$ cat config.mk
export PLATFORM = sky130hd
export DESIGN_NAME = cursor_select_ctrl
export DESIGN_NICKNAME = d
export VERILOG_FILES = /design/src/rtl/cursor_pkg.sv /design/src/rtl/cursor_select_ctrl_btn_edge.sv /design/src/rtl/cursor_select_ctrl.sv
export SDC_FILE = /design/constraint.sdc
export NUM_CORES = 1
export LEC_CHECK = 0
export ABC_AREA = 1
export CORE_UTILIZATION = 30
export DETAILED_ROUTE_END_ITERATION = 6
export MAX_ROUTING_LAYER = met4
export SYNTH_ARGS = -nofsm -noshare
export SYNTH_HDL_FRONTEND = slang
export SYNTH_SLANG_ARGS = --single-unit
$ cat constraint.sdc
create_clock -name clk -period 1.7 [get_ports clk]
set_clock_uncertainty 0.2 [all_clocks]
set_input_delay 0.34 -clock clk [delete_from_list [all_inputs] [get_ports clk]]
set_output_delay 0.34 -clock clk [all_outputs]
set_load 0.01 [all_outputs]
$ cat src/rtl/cursor_pkg.sv
// Shared types and helpers for the board cursor / select controller.
package cursor_pkg;

  typedef enum logic {
    S_IDLE    = 1'b0,
    S_PENDING = 1'b1
  } sel_state_t;

  // One wrapping step on an index in 0..max-1; dir=1 increments, dir=0 decrements.
  function automatic int unsigned wrap_step(input int unsigned idx,
                                            input int unsigned max,
                                            input logic        dir);
    if (dir) begin
      return (idx >= max - 32'd1) ? 32'd0 : idx + 32'd1;
    end
    return (idx == 32'd0) ? max - 32'd1 : idx - 32'd1;
  endfunction

endpackage

$ cat src/rtl/cursor_select_ctrl_btn_edge.sv
// Rising-edge detector for one debounced button; history starts high so a
// button held through reset produces no event.
module btn_edge (
  input  logic clk,
  input  logic rst,
  input  logic lvl,
  output logic pulse
);

  logic lvl_q;

  // Previous-sample history register.
  always_ff @(posedge clk) begin
    if (rst) begin
      lvl_q <= 1'b1;
    end else begin
      lvl_q <= lvl;
    end
  end

  assign pulse = lvl & ~lvl_q;

endmodule

$ cat src/rtl/cursor_select_ctrl.sv
// Wrapping board cursor driven by button events, plus a handshaked one-shot
// selection of the cell under the cursor.
module cursor_select_ctrl
  import cursor_pkg::*;
#(
  parameter int unsigned ROWS = 6,
  parameter int unsigned COLS = 7
) (
  input  logic                     clk,
  input  logic                     rst,
  input  logic                     btn_up,
  input  logic                     btn_down,
  input  logic                     btn_left,
  input  logic                     btn_right,
  input  logic                     btn_sel,
  input  logic                     lock,
  output logic [$clog2(ROWS)-1:0]  cursor_row,
  output logic [$clog2(COLS)-1:0]  cursor_col,
  output logic                     move_strb,
  output logic                     sel_valid,
  output logic [$clog2(ROWS)-1:0]  sel_row,
  output logic [$clog2(COLS)-1:0]  sel_col,
  input  logic                     sel_ready
);

  localparam int unsigned RW = $clog2(ROWS);
  localparam int unsigned CW = $clog2(COLS);

  logic ev_up, ev_down, ev_left, ev_right, ev_sel;

  btn_edge u_edge_up    (.clk(clk), .rst(rst), .lvl(btn_up),    .pulse(ev_up));
  btn_edge u_edge_down  (.clk(clk), .rst(rst), .lvl(btn_down),  .pulse(ev_down));
  btn_edge u_edge_left  (.clk(clk), .rst(rst), .lvl(btn_left),  .pulse(ev_left));
  btn_edge u_edge_right (.clk(clk), .rst(rst), .lvl(btn_right), .pulse(ev_right));
  btn_edge u_edge_sel   (.clk(clk), .rst(rst), .lvl(btn_sel),   .pulse(ev_sel));

  sel_state_t    state, state_n;
  logic [RW-1:0] row_n, sel_row_n;
  logic [CW-1:0] col_n, sel_col_n;
  logic          move_n;
  logic          row_mv, col_mv;

  // Opposing events on one axis cancel each other.
  assign row_mv = ev_up ^ ev_down;
  assign col_mv = ev_left ^ ev_right;

  // State and output registers.
  always_ff @(posedge clk) begin
    if (rst) begin
      state      <= S_IDLE;
      cursor_row <= '0;
      cursor_col <= '0;
      move_strb  <= 1'b0;
      sel_valid  <= 1'b0;
      sel_row    <= '0;
      sel_col    <= '0;
    end else begin
      state      <= state_n;
      cursor_row <= row_n;
      cursor_col <= col_n;
      move_strb  <= move_n;
      sel_valid  <= (state_n == S_PENDING);
      sel_row    <= sel_row_n;
      sel_col    <= sel_col_n;
    end
  end

  // Next-state, cursor movement and selection capture.
  always_comb begin
    state_n   = state;
    row_n     = cursor_row;
    col_n     = cursor_col;
    sel_row_n = sel_row;
    sel_col_n = sel_col;
    move_n    = 1'b0;
    case (state)
      S_IDLE: begin
        if (row_mv) begin
          row_n = RW'(wrap_step(32'(cursor_row), ROWS, ev_down));
        end
        if (col_mv) begin
          col_n = CW'(wrap_step(32'(cursor_col), COLS, ev_right));
        end
        move_n = row_mv | col_mv;
        // Selection captures the cursor as it was before any same-cycle move.
        if (ev_sel && !lock) begin
          state_n   = S_PENDING;
          sel_row_n = cursor_row;
          sel_col_n = cursor_col;
        end
      end
      S_PENDING: begin
        if (sel_ready) begin
          state_n = S_IDLE;
        end
      end
    endcase
  end

endmodule
==> impl_metrics.json, run 1 <==
{
  "status": "completed",
  "drt_iter0_drc": 13,
  "syn_area_sq_um": 1042,
  "setup_viol": 0,
  "clk_latency_ns": 0.29,
  "r2r-end": "cursor_row[2]",
  "arrival_ns": 1.62,
  "cts_tree": "built",
  "place_area_sq_um": 1380,
  "reg2reg_depth": 7,
  "worst_slack_ns": 0.1192,
  "synth-edff-count": 0,
  "rrSetupSlack_ns": 0.12,
  "fin_crit_ns": 1.581,
  "wl_per_cell_microns": 8.991,
  "clock_path_buffers": 2,
  "numCtsBuffers": 3,
  "dieHeight_microns": 60.94,
  "vdd_drop_max_mv": 0.4771,
  "cts_sinks": 19,
  "criticalPathCategory": "reg -> reg",
  "leakage_nw": 0.7220,
  "num_vias": 954,
  "ys_seq_area_share_pct": 36.49,
  "hp-start": "sel_col[0]",
  "reg2reg_from": "cursor_row[0]",
  "rsz0062_at_grt": "no",
  "syn-num-nets": 167,
  "synth_commonest_cells": "36 x nand2_1, 21 x inv_1, 21 x nor2_1",
  "cap_violations": 0,
  "dp.cells": 226,
  "dr_wl_met2_microns": 934,
  "synthArstFlopShare_pct": 0,
  "yosysTopAreaCellShare_pct": 36.49,
  "gp_congestion": 0.8288,
  "h-tree-depth": 1,
  "grt_pass1_wl_microns": 3505,
  "core_area_sq_um": 3337,
  "final_antenna_net_count": 0,
  "finalCritPeriodShare_pct": 92.99,
  "timing.final.hold_violations": 0,
  "synth_warnings": 0,
  "cp_max_fo": 5,
  "clk_pin_slew_ns": 0.11,
  "cp-end-kind": "flop",
  "syn_avg_cell_area_sq_um": 6.948,
  "synth.most_common_cell": "nand2_1",
  "nNetsFinal": 202,
  "final_area_sq_um": 1398,
  "ctsResizeCount": 19,
  "p_per_area_nw_per_um2": 687.0,
  "via_per_inst": 4.148,
  "synth.distinct_cells": 23,
  "hold_buffers": 0,
  "hold_end": "sel_col[0]",
  "grt_usage_pct": 13.13,
  "tns_ns": 0,
  "wl_met1_microns": 1016,
  "syn_inst": 150,
  "dp_hpwl_microns": 1637,
  "worstMarginPinSlew_ns": 0.2233,
  "synthTopCellsByArea": "dfxtp_1 36%, nand2_1 13%, ha_1 9.6%",
  "initial_utilization_pct": 31.23,
  "synth_ff_type": "dfxtp_1",
  "rows": 21,
  "die_width_microns": 60.94,
  "synth_top_cell_by_area": "dfxtp_1",
  "post-route-drc-count": 0,
  "grt_overflow": 0,
  "area_growth_pct": 34.09,
  "fmax_mhz": 632.6,
  "start_kind": "flop",
  "wl_met3_microns": 101,
  "final_cells": 230,
  "pin_count": 23,
  "grt_max_degree": 14,
  "diodes": 0,
  "slew_viol_final": 0,
  "critical_path_required_ns": 1.74,
  "drtPass1Iterations": 4,
  "finalWirelength_microns": 2068,
  "synth_seq_cells": 19,
  "dieArea_sq_um": 3714,
  "holdCritPathClass": "reg -> reg",
  "routed.top_layer": "met4",
  "drive_above_1_share_pct": 18.48,
  "grt_pass1_vias": 884,
  "whs_path_depth": 2,
  "io_buffer_count": 22,
  "relSlewSlack_pct": 85.10,
  "antenna_found_initial": 0,
  "pre_cts_ws_ns": -0.03471,
  "root_buffer": "clkbuf_4",
  "postCtsSetupBuffers": 0,
  "fin_hold_ws_ns": 0.2478
}
-- sequential cells by signal, summed over array words and instances (netlist names), 3 cells and up --
signal,flops
cursor_col,3
cursor_row,3
sel_col,3
sel_row,3
-- routing by layer --
layer  up-vias  track usage (%)
met2        23            22.14
met5         -                -
met4         0            3.571
met3         2            3.838
li1        522                -
met1       407            15.16
-- area by class of cell --
cell class	instances	area (sq um)
Sequential cell	19	387.9
Fill cell	362	1939
Tap cell	46	57.56
Clock buffer	3	22.52
Timing Repair Buffer	32	277.8
Clock inverter	1	5.005
Inverter	26	97.59
Multi-Input combinational cell	103	549.3
-- worst max-delay path, stage by stage (launching register included) --
cell and delay, ns:
dfxtp_2 0.37, inv_1 0.06, ha_1 0.23, ha_1 0.27, or2_1 0.22, nand3_1 0.06
nor2_1 0.04, nor2_1 0.07
-- placed cells by master, fill, tap and decap left out, types with 2 or more instances in the layout --
cell and instances:
nand2_1 36, o21ai_0 6, dfxtp_1 15, nand2_2 4
nor2_1 21, dlygate4sd2_1 14, a21oi_1 11, clkdlybuf4s50_1 8
buf_4 10, inv_2 5, inv_1 21, nand2_4 2
clkbuf_4 3, ha_1 8, dfxtp_2 3, or2_2 2
nand3_1 3
-- per-stage QoR --
stage	util, %	total power [mW]
floorplan	-	0.6486
detailed placement	41.36	0.7566
global placement	41.36	0.7485
global route	41.88	1.033
CTS	41.88	0.9788
finish	41.88	0.9602
-- worst max path at each step --
stage                              from            end  slack (ns)  cells after the start
final                     cursor_row[0]  cursor_row[2]        0.12                      7
after global routing      cursor_row[0]  cursor_row[2]        0.03                      7
after CTS                 cursor_row[0]  cursor_row[2]        0.11                      7
after detailed placement       btn_down  cursor_row[0]       -0.03                      8
after global placement         btn_down  cursor_row[0]       -0.03                      8
after floorplan           cursor_row[0]  cursor_row[2]        0.06                      7
-- kinds of logic after synthesis --
group | synth area share (%)
AOI/OAI and AO/OA | 9.363
xor gates and xnor gates | 1.681
adders and majority gates | 9.604
buffers and inverters | 10.80
DFF | 36.49
and+or+nand+nor | 32.05
-- power by group --
group          total, mW  internal (mW)  switching [mW]
Clock              0.229         0.0876           0.141
Combinational      0.240          0.113           0.127
Sequential         0.492          0.472          0.0192
Total              0.960          0.673           0.287
(Power assumes the default switching activity.)
==> run 2, diff against run 1 <==
--- a/config.mk
+++ b/config.mk
@@ -6,7 +6,7 @@
 export NUM_CORES = 1
 export LEC_CHECK = 0
 export ABC_AREA = 1
-export CORE_UTILIZATION = 30
+export CORE_UTILIZATION = 25
 export DETAILED_ROUTE_END_ITERATION = 6
 export MAX_ROUTING_LAYER = met4
 export SYNTH_ARGS = -nofsm -noshare
==> run 2 against run 1 <==
Effect of this change: cell count up 1.7%; critical path depth down 6; total power up 9.8%; critical endpoint is now sel_row[1]; highest routed layer unchanged; largest power group unchanged; register-to-register slack better by 0.02 ns; global-route usage down 2.0 points; sequential cell count unchanged.
==> impl_metrics.json, run 2 (synthesized netlist as in run 1, its figures left out) <==
{
  "drtPass1Iterations": 4,
  "endpoint": "sel_row[1]",
  "num_vias": 939,
  "dp_hpwl_microns": 1560,
  "rrSetupSlack_ns": 0.14,
  "switching_share_pct": 28.56,
  "leakage_nw": 0.7785,
  "cpMaxStageDelayCell": "clkdlybuf4s50_1",
  "post-route-drc-count": 0,
  "holdCritPathClass": "reg -> reg",
  "grt_usage_pct": 11.14,
  "cp-end-kind": "primary output",
  "clock_path_buffers": 2,
  "clk_latency_ns": 0.25,
  "reg2reg_depth": 7,
  "reg2reg_from": "cursor_row[0]",
  "cp.buffers_inverters": 1,
  "postCtsSetupBuffers": 0,
  "final_antenna_net_count": 0,
  "nNetsFinal": 202,
  "drive_above_1_share_pct": 19.02,
  "place_area_sq_um": 1385,
  "wl_per_cell_microns": 8.919,
  "dieHeight_microns": 66.57,
  "p_sw_mw": 0.3012,
  "p_int_mw": 0.7533,
  "clk_pin_slew_ns": 0.07,
  "core_area_sq_um": 4000,
  "vdd_drop_max_mv": 0.5824,
  "h-tree-depth": 1,
  "status": "completed",
  "setup_viol": 0,
  "rows": 23,
  "max_stage_delay_ns": 0.53,
  "rsz0062_at_grt": "yes",
  "cp.depth": 1,
  "grt_max_degree": 14,
  "drt_iter0_drc": 37,
  "pin_count": 23,
  "final_area_sq_um": 1449,
  "arrival_ns": 1.11,
  "finalCritPeriodShare_pct": 97.13,
  "p_seq_share_pct": 46.6,
  "fin_crit_ns": 1.651,
  "p_per_area_nw_per_um2": 727.8,
  "mostFrequentLayoutCell": "nand2_1",
  "root_buffer": "clkbuf_8",
  "slew_viol_final": 0,
  "relSlewSlack_pct": 82.13,
  "via_per_inst": 4.013,
  "critical_path_required_ns": 1.16,
  "io_buffer_count": 22,
  "fmax_mhz": 605.6,
  "criticalPathCategory": "reg -> out",
  "p_total_mw": 1.054,
  "initial_utilization_pct": 26.06,
  "r2r-end": "cursor_row[2]",
  "finalWirelength_microns": 2087,
  "numCtsBuffers": 3,
  "timing.final.hold_violations": 0,
  "path_cells": "clkdlybuf4s50_1",
  "p_clk_share_pct": 30.1,
  "cp_max_fo": 2,
  "worstMarginPinSlew_ns": 0.2678,
  "dieArea_sq_um": 4431,
  "area_growth_pct": 39.02,
  "die_width_microns": 66.57,
  "cts_sinks": 19,
  "grt_pass1_vias": 854,
  "start_kind": "flop",
  "power_frac_comb_pct": 23.3,
  "grt_pass1_wl_microns": 3629,
  "diodes": 0,
  "nFillCells": 459,
  "cts_tree": "built",
  "grt_overflow": 0,
  "critPathTopFamily": "buffers and inverters",
  "antenna_found_initial": 0,
  "layout_common_cells": "36 x nand2_1, 21 x inv_1, 21 x nor2_1, 15 x dfxtp_1, 12 x clkdlybuf4s50_1",
  "gp_congestion": 0.8554,
  "startpoint": "sel_row[1]",
  "cap_violations": 0
}
==> run 2: cell types whose count changed in the layout (fill, tap and decap cells not counted), moves of 3 or more <==
cell,delta
clkbuf_8,+3
clkdlybuf4s50_1,+4
clkbuf_4,-3
dlygate4sd2_1,-9
dlymetal6s2s_1,+5
==> run 2: worst min path at each step <==
stage / endpoint / from / cells past startpoint / slack [ns]
finish: sel_row[2] / sel_row[2] / 2 / 0.24
global route: sel_row[1] / sel_row[1] / 2 / 0.26
CTS: sel_row[1] / sel_row[1] / 2 / 0.25
detailed placement: sel_row[1] / sel_row[1] / 2 / 0.24
global placement: sel_col[2] / sel_col[2] / 2 / 0.24
floorplan: move_strb / rst / 1 / 0.21
==> run 2: routing by layer <==
metal  global-route usage (%)  part of all wire, %  vias up
met5                        -                    0        -
met4                    1.596                 0.57        0
met3                    3.596                  4.9        2
met2                    17.55                   40       23
met1                    14.14                   54      389
li1                         -                    -      525
==> run 2: final cells by class <==
class | instances | area (sq um) | share of cell area [%]
clock buffer | 3 | 41.29 | 2.850
multi-input combinational | 103 | 553.0 | 38.17
sequential | 19 | 387.9 | 26.77
clock inverter | 1 | 5.005 | 0.3454
inverter | 26 | 97.59 | 6.736
tap | 50 | 62.56 | 4.318
timing repair buffer | 32 | 301.5 | 20.81
==> run 2: power groups by stage <==
stage	registers [mW]	logic [mW]	clock network, mW
2_1_floorplan	0.513	0.136	0
3_3_place_gp	0.502	0.250	0
3_5_place_dp	0.502	0.252	0
4_1_cts	0.492	0.247	0.333
5_1_grt	0.496	0.283	0.349
6_report	0.492	0.245	0.317
==> run 2: per-stage QoR <==
| step | TNS, ns | utilization, % | hold WS, ns | setup WS, ns | std cells |
|---|---|---|---|---|---|
| after floorplan | 0 | - | 0.2091 | 0.06250 | 150 |
| after global placement | -0.03291 | 34.63 | 0.2353 | -0.03041 | 230 |
| after detailed placement | -0.1142 | 34.63 | 0.2387 | -0.04635 | 230 |
| after CTS | 0 | 35.69 | 0.2504 | 0.01197 | 234 |
| after global routing | -0.007180 | 36.22 | 0.2641 | -0.007180 | 234 |
| final | 0 | 36.22 | 0.2415 | 0.04880 | 234 |
==> run 2: timing repair <==
item                       in CTS  in global routing
hold buffers                    0                  0
setup endpoints to repair       5                  7
gates resized for setup         7                  9
gates cloned                    0                  0
==> run 3, diff against run 2 <==
--- a/config.mk
+++ b/config.mk
@@ -9,6 +9,7 @@
 export CORE_UTILIZATION = 25
 export DETAILED_ROUTE_END_ITERATION = 6
 export MAX_ROUTING_LAYER = met4
+export PLACE_DENSITY_LB_ADDON = 0.25
 export SYNTH_ARGS = -nofsm -noshare
 export SYNTH_HDL_FRONTEND = slang
 export SYNTH_SLANG_ARGS = --single-unit
==> run 3 against run 2 <==
Effect of this change: cell count did not move; total power fell by 0.99%; setup slack improved by 0.0050 ns; count of clock-buffer cells in the layout did not move; register-to-register slack barely moved; utilization did not move; critical path type unchanged; largest cell class unchanged; highest routed layer unchanged.
==> impl_metrics.json, run 3 (synthesized netlist as in run 1, its figures left out) <==
{
  "critPathTopFamily": "buffers and inverters",
  "postCtsSetupBuffers": 0,
  "reg2reg_from": "cursor_row[0]",
  "grt_usage_pct": 10.59,
  "p_clk_share_pct": 29.7,
  "post-route-drc-count": 0,
  "final_cells": 234,
  "dp.cells": 230,
  "setup_viol": 0,
  "cpMaxStageDelayCell": "clkdlybuf4s50_1",
  "rsz0062_at_grt": "no",
  "grt_max_degree": 14,
  "dieHeight_microns": 66.57,
  "diodes": 0,
  "max_stage_delay_ns": 0.53,
  "grt_overflow": 0,
  "cap_violations": 0,
  "drt_iter0_drc": 16,
  "fin_util_pct": 36.22,
  "rows": 23,
  "start_kind": "flop",
  "status": "completed",
  "arrival_ns": 1.11,
  "dieArea_sq_um": 4431,
  "pre_cts_ws_ns": -0.02578,
  "place_area_sq_um": 1385,
  "via_per_inst": 3.991,
  "initial_utilization_pct": 26.06,
  "cp.buffers_inverters": 1,
  "clk_pin_slew_ns": 0.07,
  "p_seq_share_pct": 47.1,
  "switching_share_pct": 27.98,
  "die_width_microns": 66.57,
  "tns_ns": 0,
  "power_frac_comb_pct": 23.2,
  "pin_count": 23,
  "cts_sinks": 19,
  "antenna_found_initial": 0,
  "mostFrequentLayoutCell": "nand2_1",
  "critical_path_required_ns": 1.16,
  "clk_latency_ns": 0.25,
  "numCtsBuffers": 3,
  "final_area_sq_um": 1449,
  "startpoint": "sel_row[1]",
  "drive_above_1_share_pct": 17.93,
  "cp_max_fo": 2,
  "worstMarginPinSlew_ns": 0.1622,
  "grt_pass1_wl_microns": 3450,
  "dp_hpwl_microns": 1617,
  "root_buffer": "clkbuf_8",
  "path_cells": "clkdlybuf4s50_1",
  "hp-start": "sel_row[0]",
  "slew_viol_final": 0,
  "criticalPathCategory": "reg -> out",
  "core_area_sq_um": 4000,
  "num_vias": 934,
  "nNetsFinal": 202,
  "cts_tree": "built",
  "fmax_mhz": 607.5,
  "p_sw_mw": 0.2921,
  "layout_common_cells": "36 x nand2_1, 21 x inv_1, 21 x nor2_1, 16 x dfxtp_1, 11 x a21oi_1",
  "fin_crit_ns": 1.646,
  "cp-end-kind": "primary output",
  "leakage_nw": 0.8129,
  "worst_slack_ns": 0.05383,
  "h-tree-depth": 1,
  "relSlewSlack_pct": 89.07,
  "timing.final.hold_violations": 0,
  "p_per_area_nw_per_um2": 720.6,
  "io_buffer_count": 22,
  "holdCritPathClass": "reg -> reg",
  "grt_pass1_vias": 815,
  "final_antenna_net_count": 0,
  "wl_per_cell_microns": 8.850,
  "p_int_mw": 0.7519,
  "drtPass1Iterations": 4,
  "finalCritPeriodShare_pct": 96.83,
  "clock_path_buffers": 2,
  "vdd_drop_max_mv": 0.4560,
  "area_growth_pct": 39.02,
  "gp_congestion": 0.7660,
  "nFillCells": 423,
  "finalWirelength_microns": 2071
}
-- run 3: cell count changes in the layout (fill, tap and decap cells not counted), sizes merged --
cell	previous run	this run
clkdlybuf4s50	12	10
dlymetal6s2s	5	7
-- run 3: power groups by stage --
| stage | clock network [mW] | logic, mW | registers (mW) |
|---|---|---|---|
| final | 0.310 | 0.242 | 0.492 |
| after detailed placement | 0 | 0.252 | 0.502 |
| after floorplan | 0 | 0.136 | 0.513 |
| after global placement | 0 | 0.254 | 0.501 |
| after CTS | 0.335 | 0.247 | 0.493 |
| after global routing | 0.348 | 0.280 | 0.495 |
-- run 3: cell type report --
type                       count  area, sq um  share of cell area (%)
sequential                    19        386.6                   26.68
clock inverter                 1        5.005                  0.3454
tap                           50        62.56                   4.318
clock buffer                   3        41.29                   2.850
timing repair buffer          32        306.5                   21.16
inverter                      26        97.59                   6.736
multi-input combinational    103        549.3                   37.91
-- run 3: timing repair --
action	CTS	global route
gates cloned	0	0
hold buffers	0	0
resized for setup	8	8
setup endpoints to repair	5	8
-- run 3: worst paths after layout --
path         slack [ns]             to  cells past startpoint
max                0.05     sel_row[1]                      1
max reg2reg        0.13  cursor_row[2]                      7
min                0.24     sel_row[0]                      2
min reg2reg        0.24     sel_row[0]                      2
-- run 3: stage by stage --
| step | power (mW) | hold WS [ns] |
|---|---|---|
| after floorplan | 0.6486 | 0.2091 |
| after global placement | 0.7558 | 0.2345 |
| after detailed placement | 0.7544 | 0.2356 |
| after CTS | 1.074 | 0.2478 |
| after global routing | 1.123 | 0.2602 |
| final | 1.044 | 0.2433 |
-- run 3: per-layer routing --
layer	routed length (microns)	track usage, %	share of wire, %
met4	15	3.191	0.72
met5	0	-	0
met1	1035	13.42	50
met3	141	3.596	6.8
met2	878	15.78	42
